===== src/rtl/scie_pkg.sv =====
// Shared decode constants and mode encoding for the SCIE activation unit.
// Holds the custom opcode, the required funct7 value and the funct3 modes.
// Imported by the ALU and the pipeline wrapper.
package scie_pkg;

  // Custom-3 style opcode claimed by this unit.
  localparam logic [6:0] SCIE_OPCODE = 7'd123;

  // Only funct7 = 0 is decoded; everything else is reported illegal.
  localparam logic [6:0] SCIE_FUNCT7 = 7'd0;

  // funct3 selects the activation function; values 4..7 are illegal.
  typedef enum logic [2:0] {
    MODE_RELU  = 3'd0,
    MODE_CLAMP = 3'd1,
    MODE_SAT   = 3'd2,
    MODE_LRELU = 3'd3
  } mode_e;

endpackage


===== src/rtl/scie_alu.sv =====
// Combinational decode and compute for RELU / CLAMP / SAT / LRELU.
// Latency: zero cycles, purely combinational.
// Backpressure: none; the enclosing pipeline decides when results are captured.
module scie_alu
  import scie_pkg::*;
#(
  parameter int XLEN = 32
) (
  input  logic [31:0]     insn_i,
  input  logic [XLEN-1:0] rs1_i,
  input  logic [XLEN-1:0] rs2_i,
  output logic [XLEN-1:0] rd_o,
  output logic            illegal_o
);

  localparam int SHW = $clog2(XLEN);
  localparam logic [XLEN-1:0] ONE = {{(XLEN-1){1'b0}}, 1'b1};

  logic signed [XLEN-1:0] a;
  logic signed [XLEN-1:0] b;
  logic signed [XLEN-1:0] relu;
  logic signed [XLEN-1:0] sat_hi;
  logic signed [XLEN-1:0] sat_lo;
  logic signed [XLEN-1:0] res;
  logic        [SHW-1:0]  sh;
  logic                   legal;
  mode_e                  mode;

  // Register-index fields of the instruction are irrelevant to the result.
  logic unused_insn_fields;
  assign unused_insn_fields = ^{insn_i[24:15], insn_i[11:7]};

  assign a    = $signed(rs1_i);
  assign b    = $signed(rs2_i);
  assign sh   = rs2_i[SHW-1:0];
  assign mode = mode_e'(insn_i[14:12]);

  // Legal only for our opcode, funct7 = 0 and funct3 in 0..3.
  assign legal = (insn_i[6:0] == SCIE_OPCODE) &&
                 (insn_i[31:25] == SCIE_FUNCT7) &&
                 (insn_i[14] == 1'b0);

  // Saturation bounds: n = sh+1 bits gives [-2^sh, 2^sh - 1]; sh = XLEN-1 is a pass-through.
  always_comb begin
    sat_hi = $signed((ONE << sh) - ONE);
    sat_lo = ~sat_hi;
  end

  // Mode select; illegal encodings force a zero result.
  always_comb begin
    relu = a[XLEN-1] ? '0 : a;
    res  = '0;
    case (mode)
      MODE_RELU:  res = relu;
      MODE_CLAMP: res = b[XLEN-1] ? '0 : ((relu > b) ? b : relu);
      MODE_SAT:   res = (a > sat_hi) ? sat_hi : ((a < sat_lo) ? sat_lo : a);
      MODE_LRELU: res = a[XLEN-1] ? (a >>> sh) : a;
      default:    res = '0;
    endcase
    if (!legal) begin
      res = '0;
    end
  end

  assign rd_o      = res;
  assign illegal_o = !legal;

endmodule


===== src/rtl/scie_pipelined.sv =====
// Pipelined SCIE activation unit: ALU result registered through LATENCY stages with a tag and illegal flag.
// Latency: LATENCY cycles from the accepting cycle to the result on the outputs, one op per cycle sustained.
// Backpressure: each stage advances only when the one behind it empties or advances; in_ready drops once all stages are full and stalled.
module scie_pipelined
  import scie_pkg::*;
#(
  parameter int XLEN    = 32,
  parameter int LATENCY = 2,
  parameter int TAGW    = 5
) (
  input  logic            clock,
  input  logic            reset,
  input  logic            flush,
  input  logic            in_valid,
  output logic            in_ready,
  input  logic [31:0]     in_insn,
  input  logic [XLEN-1:0] in_rs1,
  input  logic [XLEN-1:0] in_rs2,
  input  logic [TAGW-1:0] in_tag,
  output logic            out_valid,
  input  logic            out_ready,
  output logic [XLEN-1:0] out_rd,
  output logic [TAGW-1:0] out_tag,
  output logic            out_illegal,
  output logic [31:0]     op_count
);

  logic            vld_q   [LATENCY];
  logic            vld_d   [LATENCY];
  logic [XLEN-1:0] rd_q    [LATENCY];
  logic [XLEN-1:0] rd_d    [LATENCY];
  logic [TAGW-1:0] tag_q   [LATENCY];
  logic [TAGW-1:0] tag_d   [LATENCY];
  logic            ill_q   [LATENCY];
  logic            ill_d   [LATENCY];
  logic            stage_rdy [LATENCY];
  logic            accept;
  logic            out_fire;
  logic [XLEN-1:0] alu_rd;
  logic            alu_ill;
  logic [31:0]     cnt_q;
  logic [31:0]     cnt_d;

  scie_alu #(
    .XLEN (XLEN)
  ) u_alu (
    .insn_i    (in_insn),
    .rs1_i     (in_rs1),
    .rs2_i     (in_rs2),
    .rd_o      (alu_rd),
    .illegal_o (alu_ill)
  );

  // A stage can take new contents if it, or any stage after it, has a hole, or the consumer is taking the output.
  always_comb begin : ready_chain
    logic run;
    run = out_ready;
    for (int i = LATENCY - 1; i >= 0; i--) begin
      run          = run | ~vld_q[i];
      stage_rdy[i] = run;
    end
  end

  // Nothing is accepted while reset is held low.
  assign in_ready = reset & stage_rdy[0];
  assign accept   = in_valid & in_ready;
  assign out_fire = vld_q[LATENCY-1] & out_ready;

  // Stage next-state: shift forward where the stage is free; data only moves with a valid op; flush kills everything.
  always_comb begin
    for (int i = 0; i < LATENCY; i++) begin
      vld_d[i] = vld_q[i];
      rd_d[i]  = rd_q[i];
      tag_d[i] = tag_q[i];
      ill_d[i] = ill_q[i];
    end
    if (stage_rdy[0]) begin
      vld_d[0] = accept;
      if (accept) begin
        rd_d[0]  = alu_rd;
        tag_d[0] = in_tag;
        ill_d[0] = alu_ill;
      end
    end
    for (int i = 1; i < LATENCY; i++) begin
      if (stage_rdy[i]) begin
        vld_d[i] = vld_q[i-1];
        if (vld_q[i-1]) begin
          rd_d[i]  = rd_q[i-1];
          tag_d[i] = tag_q[i-1];
          ill_d[i] = ill_q[i-1];
        end
      end
    end
    if (flush) begin
      for (int i = 0; i < LATENCY; i++) begin
        vld_d[i] = 1'b0;
      end
    end
  end

  // Stage registers; reset clears valid and data so the outputs read zero.
  always_ff @(posedge clock) begin
    if (!reset) begin
      for (int i = 0; i < LATENCY; i++) begin
        vld_q[i] <= 1'b0;
        rd_q[i]  <= '0;
        tag_q[i] <= '0;
        ill_q[i] <= 1'b0;
      end
    end else begin
      for (int i = 0; i < LATENCY; i++) begin
        vld_q[i] <= vld_d[i];
        rd_q[i]  <= rd_d[i];
        tag_q[i] <= tag_d[i];
        ill_q[i] <= ill_d[i];
      end
    end
  end

  // Completed-op counter saturates at all-ones and ignores flush.
  always_comb begin
    cnt_d = cnt_q;
    if (out_fire && (cnt_q != 32'hFFFF_FFFF)) begin
      cnt_d = cnt_q + 32'd1;
    end
  end

  // Counter register.
  always_ff @(posedge clock) begin
    if (!reset) begin
      cnt_q <= '0;
    end else begin
      cnt_q <= cnt_d;
    end
  end

  assign out_valid   = vld_q[LATENCY-1];
  assign out_rd      = rd_q[LATENCY-1];
  assign out_tag     = tag_q[LATENCY-1];
  assign out_illegal = ill_q[LATENCY-1];
  assign op_count    = cnt_q;

endmodule


===== config.mk =====
export PLATFORM = sky130hd
export DESIGN_NAME = scie_pipelined
export DESIGN_NICKNAME = d
export VERILOG_FILES = /design/src/rtl/scie_pkg.sv /design/src/rtl/scie_alu.sv /design/src/rtl/scie_pipelined.sv
export SDC_FILE = /design/constraint.sdc
export NUM_CORES = 1
export LEC_CHECK = 0
export BUFFER_PORTS_ARGS = -buffer_cell sky130_fd_sc_hd__buf_2
export CAP_MARGIN = 40
export CELL_PAD_IN_SITES_DETAIL_PLACEMENT = 0
export CELL_PAD_IN_SITES_GLOBAL_PLACEMENT = 1
export CORE_ASPECT_RATIO = 1.25
export CORE_MARGIN = 4
export CORE_UTILIZATION = 43
export CTS_CLUSTER_SIZE = 24
export DETAILED_ROUTE_END_ITERATION = 8
export PLACE_DENSITY_LB_ADDON = 0.12
export SKIP_CTS_REPAIR_TIMING = 1
export SYNTH_ARGS = -nofsm -noshare
export SYNTH_HDL_FRONTEND = slang
export SYNTH_HIERARCHICAL = 1
export SYNTH_SLANG_ARGS = --single-unit

===== constraint.sdc =====
create_clock -name clock -period 6 [get_ports clock]
set_input_delay 0.3 -clock clock [delete_from_list [all_inputs] [get_ports clock]]
set_output_delay 0.3 -clock clock [all_outputs]
set_load 0.005 [all_outputs]

## Word-level counts from Yosys, hierarchy flattened

Memory sizes are Yosys's and may differ from the RTL's.
Index checks and enable logic that the tools add are counted.

| word-level totals | value |
|---|---|
| register bits after elaboration | 32 |
| RAM bits | 78 |
| input bits | 106 |
| output and inout bits | 72 |
| word-level logic and storage cells | 73 |
| memories kept | 4 |

| cells by class | value |
|---|---|
| add/subtract/negate cells | 2 |
| magnitude comparators | 3 |
| equal/unequal tests | 5 |
| shifts and indexed selects | 2 |
| multiplexer cells | 33 |
| bitwise gates (word level) | 17 |
| reduce and logical (&&, ||, !) cells | 6 |

Memory list:

| memory | words | width | read ports | clocked after memory_dff | write ports | RTL line | source |
|---|---|---|---|---|---|---|---|
| rd_q | 2 | 32 | 2 | 0 | 2 | scie_pipelined.sv:30 | `logic [XLEN-1:0] rd_q [LATENCY];` |
| tag_q | 2 | 5 | 2 | 0 | 2 | scie_pipelined.sv:32 | `logic [TAGW-1:0] tag_q [LATENCY];` |
| ill_q | 2 | 1 | 2 | 0 | 2 | scie_pipelined.sv:34 | `logic ill_q [LATENCY];` |
| vld_q | 2 | 1 | 2 | 0 | 2 | scie_pipelined.sv:28 | `logic vld_q [LATENCY];` |

Operators with widths:

| cell | number |
|---|---|
| two-way mux 32 bit | 12 |
| case mux 32 bit (4 select lines) | 1 |
| greater-than comparator 32 bit | 2 |
| adder 32 x 1 -> 32 bit, second input constant | 1 |
| < comparator 32 bit | 1 |
| != test 32 bit, second input constant | 1 |
| NOT 32 bit | 1 |
| left shift 1 x 5 -> 32 bit, first input constant | 1 |
| >>> shifter 32 x 5 -> 32 bit | 1 |
| subtractor 32 x 1 -> 32 bit, second input constant | 1 |
| two-way mux 31 bit | 1 |
| two-way mux 5 bit | 6 |
| two-way mux 1 bit | 12 |
| OR 1 bit | 10 |
| == test 7 bit, second input constant | 1 |
| zero test 7 bit | 1 |
| == test 3 x 2 -> 1 bit, second input constant | 2 |
| bitwise AND 1 bit | 3 |
| == test 3 x 1 -> 1 bit, second input constant | 1 |
| logical AND 1 bit | 3 |
| zero test 3 bit | 1 |
| NOT 1 bit | 3 |
| two-way mux 2 bit | 1 |
| zero test 1 bit | 1 |

## Longest topological paths before layout

| logic depth | value |
|---|---|
| word-level depth | 11 |
| gate-level depth with buffers | 27 |
| depth with buffers taken out | 23 |

## Hierarchy

Netlist, hierarchy kept.

Modules (own cells, without submodules):

| module | instances | cells an instance | area each (um^2) | sequential area each (um^2) |
|---|---|---|---|---|
| scie_alu | 1 | 933 | 6316.1 | 0.0 |
| scie_pipelined | 1 | 576 | 4835.9 | 2202.1 |

## Least setup slack after synthesis

Ideal clock, no wire load.

| path | value |
|---|---|
| kind | input to register |
| start point | input port in_rs2[0] |
| end point | memory rd_q[0][26] |
| library setup time | 59 ps |
| data arrival time | 4892 ps |
| data required time | 5941 ps |
| slack | 1049 ps |
| cell stages on the path | 24 |
| path buffers | 6 |
| path through | clkbuf_1 buf_2 buf_2 buf_2 nand3_1 ha_1 buf_2 or2_2 o31ai_1 a22oi_1 o21a_1 ha_1 nand4bb_1 or4_4 a221oi_2 a211oi_1 o211ai_4 mux2i_4 buf_4 nand3_1 a31o_1 a21oi_1 nand2_1 nand2_1 |

RTL lines:

| what | RTL line | source |
|---|---|---|
| start, declared | scie_pipelined.sv:18 | `input logic [XLEN-1:0] in_rs2,` |
| end, declared | scie_pipelined.sv:30 |  |

==> results.md <==
| Step | Quantity | This run |
|---|---|---|
| synthesis | Cell type with the largest total area after synthesis | dfxtp_1 |
| worst setup path | Critical path's largest stage delay | 0.48 ns |
| worst setup path | Library cell appearing most often on the critical path | nand2_1 |
| layout | Area growth from synthesis to layout | 10.3% |
| clock network | Master cell of the clock root buffer | clkbuf_16 |
| synthesis | Warnings from Yosys | 6 |
| clock network | Level count of the clock H-tree | 3 |
| global routing | Antenna violations before repair | 1 |
| synthesis | Library cells used by synthesis | 89 |
| drt | Total DRC errors in the routed layout | 0 |
| floorplanning | Initial core utilization | 43.9% |
| drt | DRT iter0 DRCs | 901 |
| floorplanning | Width of the die | 152 um |
| sta | Max_slew headroom | 41.7% |
| sta | Final worst-path cycle share | 82.0% |
| worst setup path | Data required time at the worst endpoint | 6.29 ns |
| synthesis | Cell types with the largest area share after synthesis | dfxtp_1 (20%), ha_1 (12%), nand2_1 (9.2%) |
| clock network | Clock-pin slew on the worst setup and hold paths | 0.07 ns |
| hold path | Class of the worst hold path | input port to flip-flop |
| drt | Via count normalized by instance count | 5.76 |
| worst setup path | Highest fanout seen on the critical path | 22 |
| worst setup path | Worst-path cell with the longest stage delay | or4_4 |
| clock network | CTS sink cnt | 110 |
| synthesis | Total of flip-flops plus latches after synthesis | 110 |
| synthesis | Share of synthesized flip-flops with an asynchronous set or reset | 0% |
| pwr | Max rail drop VDD | 0.135 mV |
| place | Cell count after placement | 1906 |
| sta | Final-layout setup total negative slack | 0 ns |
| worst setup path | Worst path cell trace | buf_2 > inv_2 > nand2_1 > nor2_1 > nand2_1 > ha_1 > or2_2 > o31ai_1 > a22oi_1 > o21a_1 > ha_1 > nand4bb_1 > or4_4 > a221oi_2 > a211oi_1 > o211ai_4 > mux2_4 > o21bai_4 > a221oi_2 > a31oi_1 > nand2_1 > nand2_1 |
| place | Detailed-placement wirelength estimate | 28.9 mm |
| floorplanning | Floorplan Core Area | 0.0254 mm^2 |
| layout | Commonest cells after routing, fill and taps aside | nand2_1 (272), buf_2 (161), dfxtp_1 (110), ha_1 (106), a21oi_1 (84) |
| sta | Final hold vios | 0 |
| clock network | Latest clock arrival within the worst-skew pair | 0.34 ns |
| global routing | Overall routing resource usage | 25.2% |
| sta | Setup skew after layout | 0.00389 ns |
| global routing | Maximum number of pins on one net before global-route repair | 69 |
| sta | Transition time of the tightest slew-check pin | 0.875 ns |
| place | Placer Congestion | 0.913 |
| synthesis | Predominant post-synthesis flop cell | dfxtp_1 |
| pwr | Power per cell area | 157 mW/mm^2 |
| synthesis | Cell area after technology mapping | 0.0112 mm^2 |
| floorplanning | Floorplan die area | 0.0286 mm^2 |
| flow run | Number of violations of the max-capacitance limit | 0 |
| synthesis | Post-synth EDFFs | 0 |
| synthesis | Mean area per synthesized cell | 7.39 um^2 |
| clock network | TritonCTS clock tree | built |
| sta | Unrepaired setup endpoints after global routing | no |
| worst setup path | Critical path capture point type | flip-flop |
| synthesis | Post-Syn Nets | 1721 |
| pwr | Leakage dissipation | 5.40 nW |
| global routing | Global route total overflow | 0 |
| worst setup path | Data arrival time of the critical path | 5.21 ns |
| floorplanning | Placement Rows | 65 |
| floorplanning | Height of the die | 188 um |
| global routing | Via count of the first global-routing pass | 10.4k |
| sta | Min Tclk post-route | 4.92 ns |
| synthesis | Area share of the largest cell type after synthesis | 19.7% |
| drt | Sum of routed wire length over all layers | 37.6 mm |
| clock network | CTS Buffer Depth | 2 |
| clock network | Number of CTS-inserted buffers | 9 |
| floorplanning | Boundary pin count | 178 |
| sta | Timing-limited maximum frequency | 203 MHz |
| synthesis | Synthesized instance count | 1509 |
| worst setup path | CP delay by family, top | compound AO/OA/AOI/OAI gates |
| layout | Final antenna diode count | 0 |
| layout | Layout filler cell count | 2687 |
| worst setup path | Critical setup path kind | input port to flip-flop |
| worst setup path | CP Buf/Inv Count | 2 |
| drt | DR WL/cell | 19.5 um |
| layout | Final instance count without filler cells | 1922 |
| drt | Total number of vias | 11.1k |
| layout | Fraction of layout cells with a size suffix above 1 | 18.3% |
| synthesis | Portion of the post-synthesis area used by sequential elements | 19.7% |
| sta | Endpoints failing setup | 0 |
| drt | Pre-Repair DR Iteration Count | 5 |
| global routing | Global-route wire length before repair | 58.9 mm |
| place | Number of port buffers | 162 |
| layout | Most common cell after layout, fill and taps aside | nand2_1 |
| drt | Final antenna-violating net count | 0 |
| layout | Nets | 1794 |
| worst setup path | Setup crit start kind | input port |
| status | Run status | finished clean |
| sta | Max Transition Viols Final | 0 |
[flip-flops by register name (all words and copies together), names as in the netlist]
| register | cells |
|---|---|
| ill_q | 2 |
| rd_q | 64 |
| op_count | 32 |
| vld_q | 2 |
| tag_q | 10 |
[area by class of cell]
cell class | count | area, um^2 | share of cell area, %
flip-flops and latches | 110 | 2200 | 17.9
clock buffers | 10 | 239 | 1.94
repair buffers | 198 | 1120 | 9.08
clock inverters | 6 | 61.3 | 0.499
multi-input cells | 1182 | 7960 | 64.7
well taps | 335 | 419 | 3.41
inverters | 81 | 304 | 2.47
[power by group]
group	total, mW	internal (mW)	switching, mW	leakage (nW)
sequential	0.736	0.734	0.00254	0.887
combinational	0.603	0.220	0.382	4.36
clock	0.593	0.333	0.259	0.148
[synthesized netlist by cell type (all sizes together) (17+ instances only)]
cell / count
nand3: 74
nand2: 272
nand4: 28
inv: 81
ha: 106
a21boi: 45
nand2b: 18
mux4: 17
clkbuf: 70
mux2i: 32
nor4: 18
buf: 66
o21ai: 90
dfxtp: 110
nor3: 25
a21oi: 85
a31oi: 22
nor2b: 46
nor2: 86
[through the flow]
step	worst slack (ns)	utilization, %	hold slack, ns	power, mW	cell area, um^2
final	1.08	48.5	0.138	1.93	12300
after global routing	0.733	48.5	0.133	2.04	12300
after CTS	1.11	48.5	0.125	1.95	12300
after detailed placement	0.761	47.3	0.446	1.35	12000
after global placement	0.789	47.2	0.441	1.34	12000
after floorplan	1.05	-	0.399	1.14	11200
[cell families after synthesis]
logic type               Yosys count  synth area share, %
AO/OA/AOI/OAI                    373                 22.6
XOR/XNOR                          14                 1.10
multiplexers                      62                 7.76
flip-flops                       110                 19.7
adder cells (fa/ha/maj)          106                 11.9
AND/OR/NAND/NOR                  625                 27.8
buffers and inverters            217                 8.96
other                              2               0.0673
[worst register-to-register path, cell delays in order, from the launching register on]
cell and delay [ns]:
dfxtp_1 0.42, ha_1 0.22, nand3_2 0.18, or4_1 0.79
nor4_2 0.51, nand3_1 0.15, mux2i_1 0.14
[routing by layer]
| layer | global-route usage, % | up-vias | wire (um) |
|---|---|---|---|
| li1 | - | 5482 | - |
| met1 | 33.0 | 5117 | 15900 |
| met2 | 43.4 | 412 | 18400 |
| met3 | 2.89 | 66 | 2170 |
| met4 | 7.92 | 2 | 1080 |
| met5 | 0 | - | 13 |
[worst paths after layout]
| kind | slack (ns) | depth (start not counted) | to | from |
|---|---|---|---|---|
| hold reg to reg | 0.45 | 2 | rd_q[0][4] | rd_q[0][4] |
| setup reg to reg | 3.49 | 6 | op_count[22] | op_count[0] |
| setup / recovery | 1.08 | 22 | rd_q[0][21] | in_rs2[1] |
| hold / removal | 0.14 | 3 | tag_q[0][0] | in_tag[0] |
(Power assumes the default switching activity.)
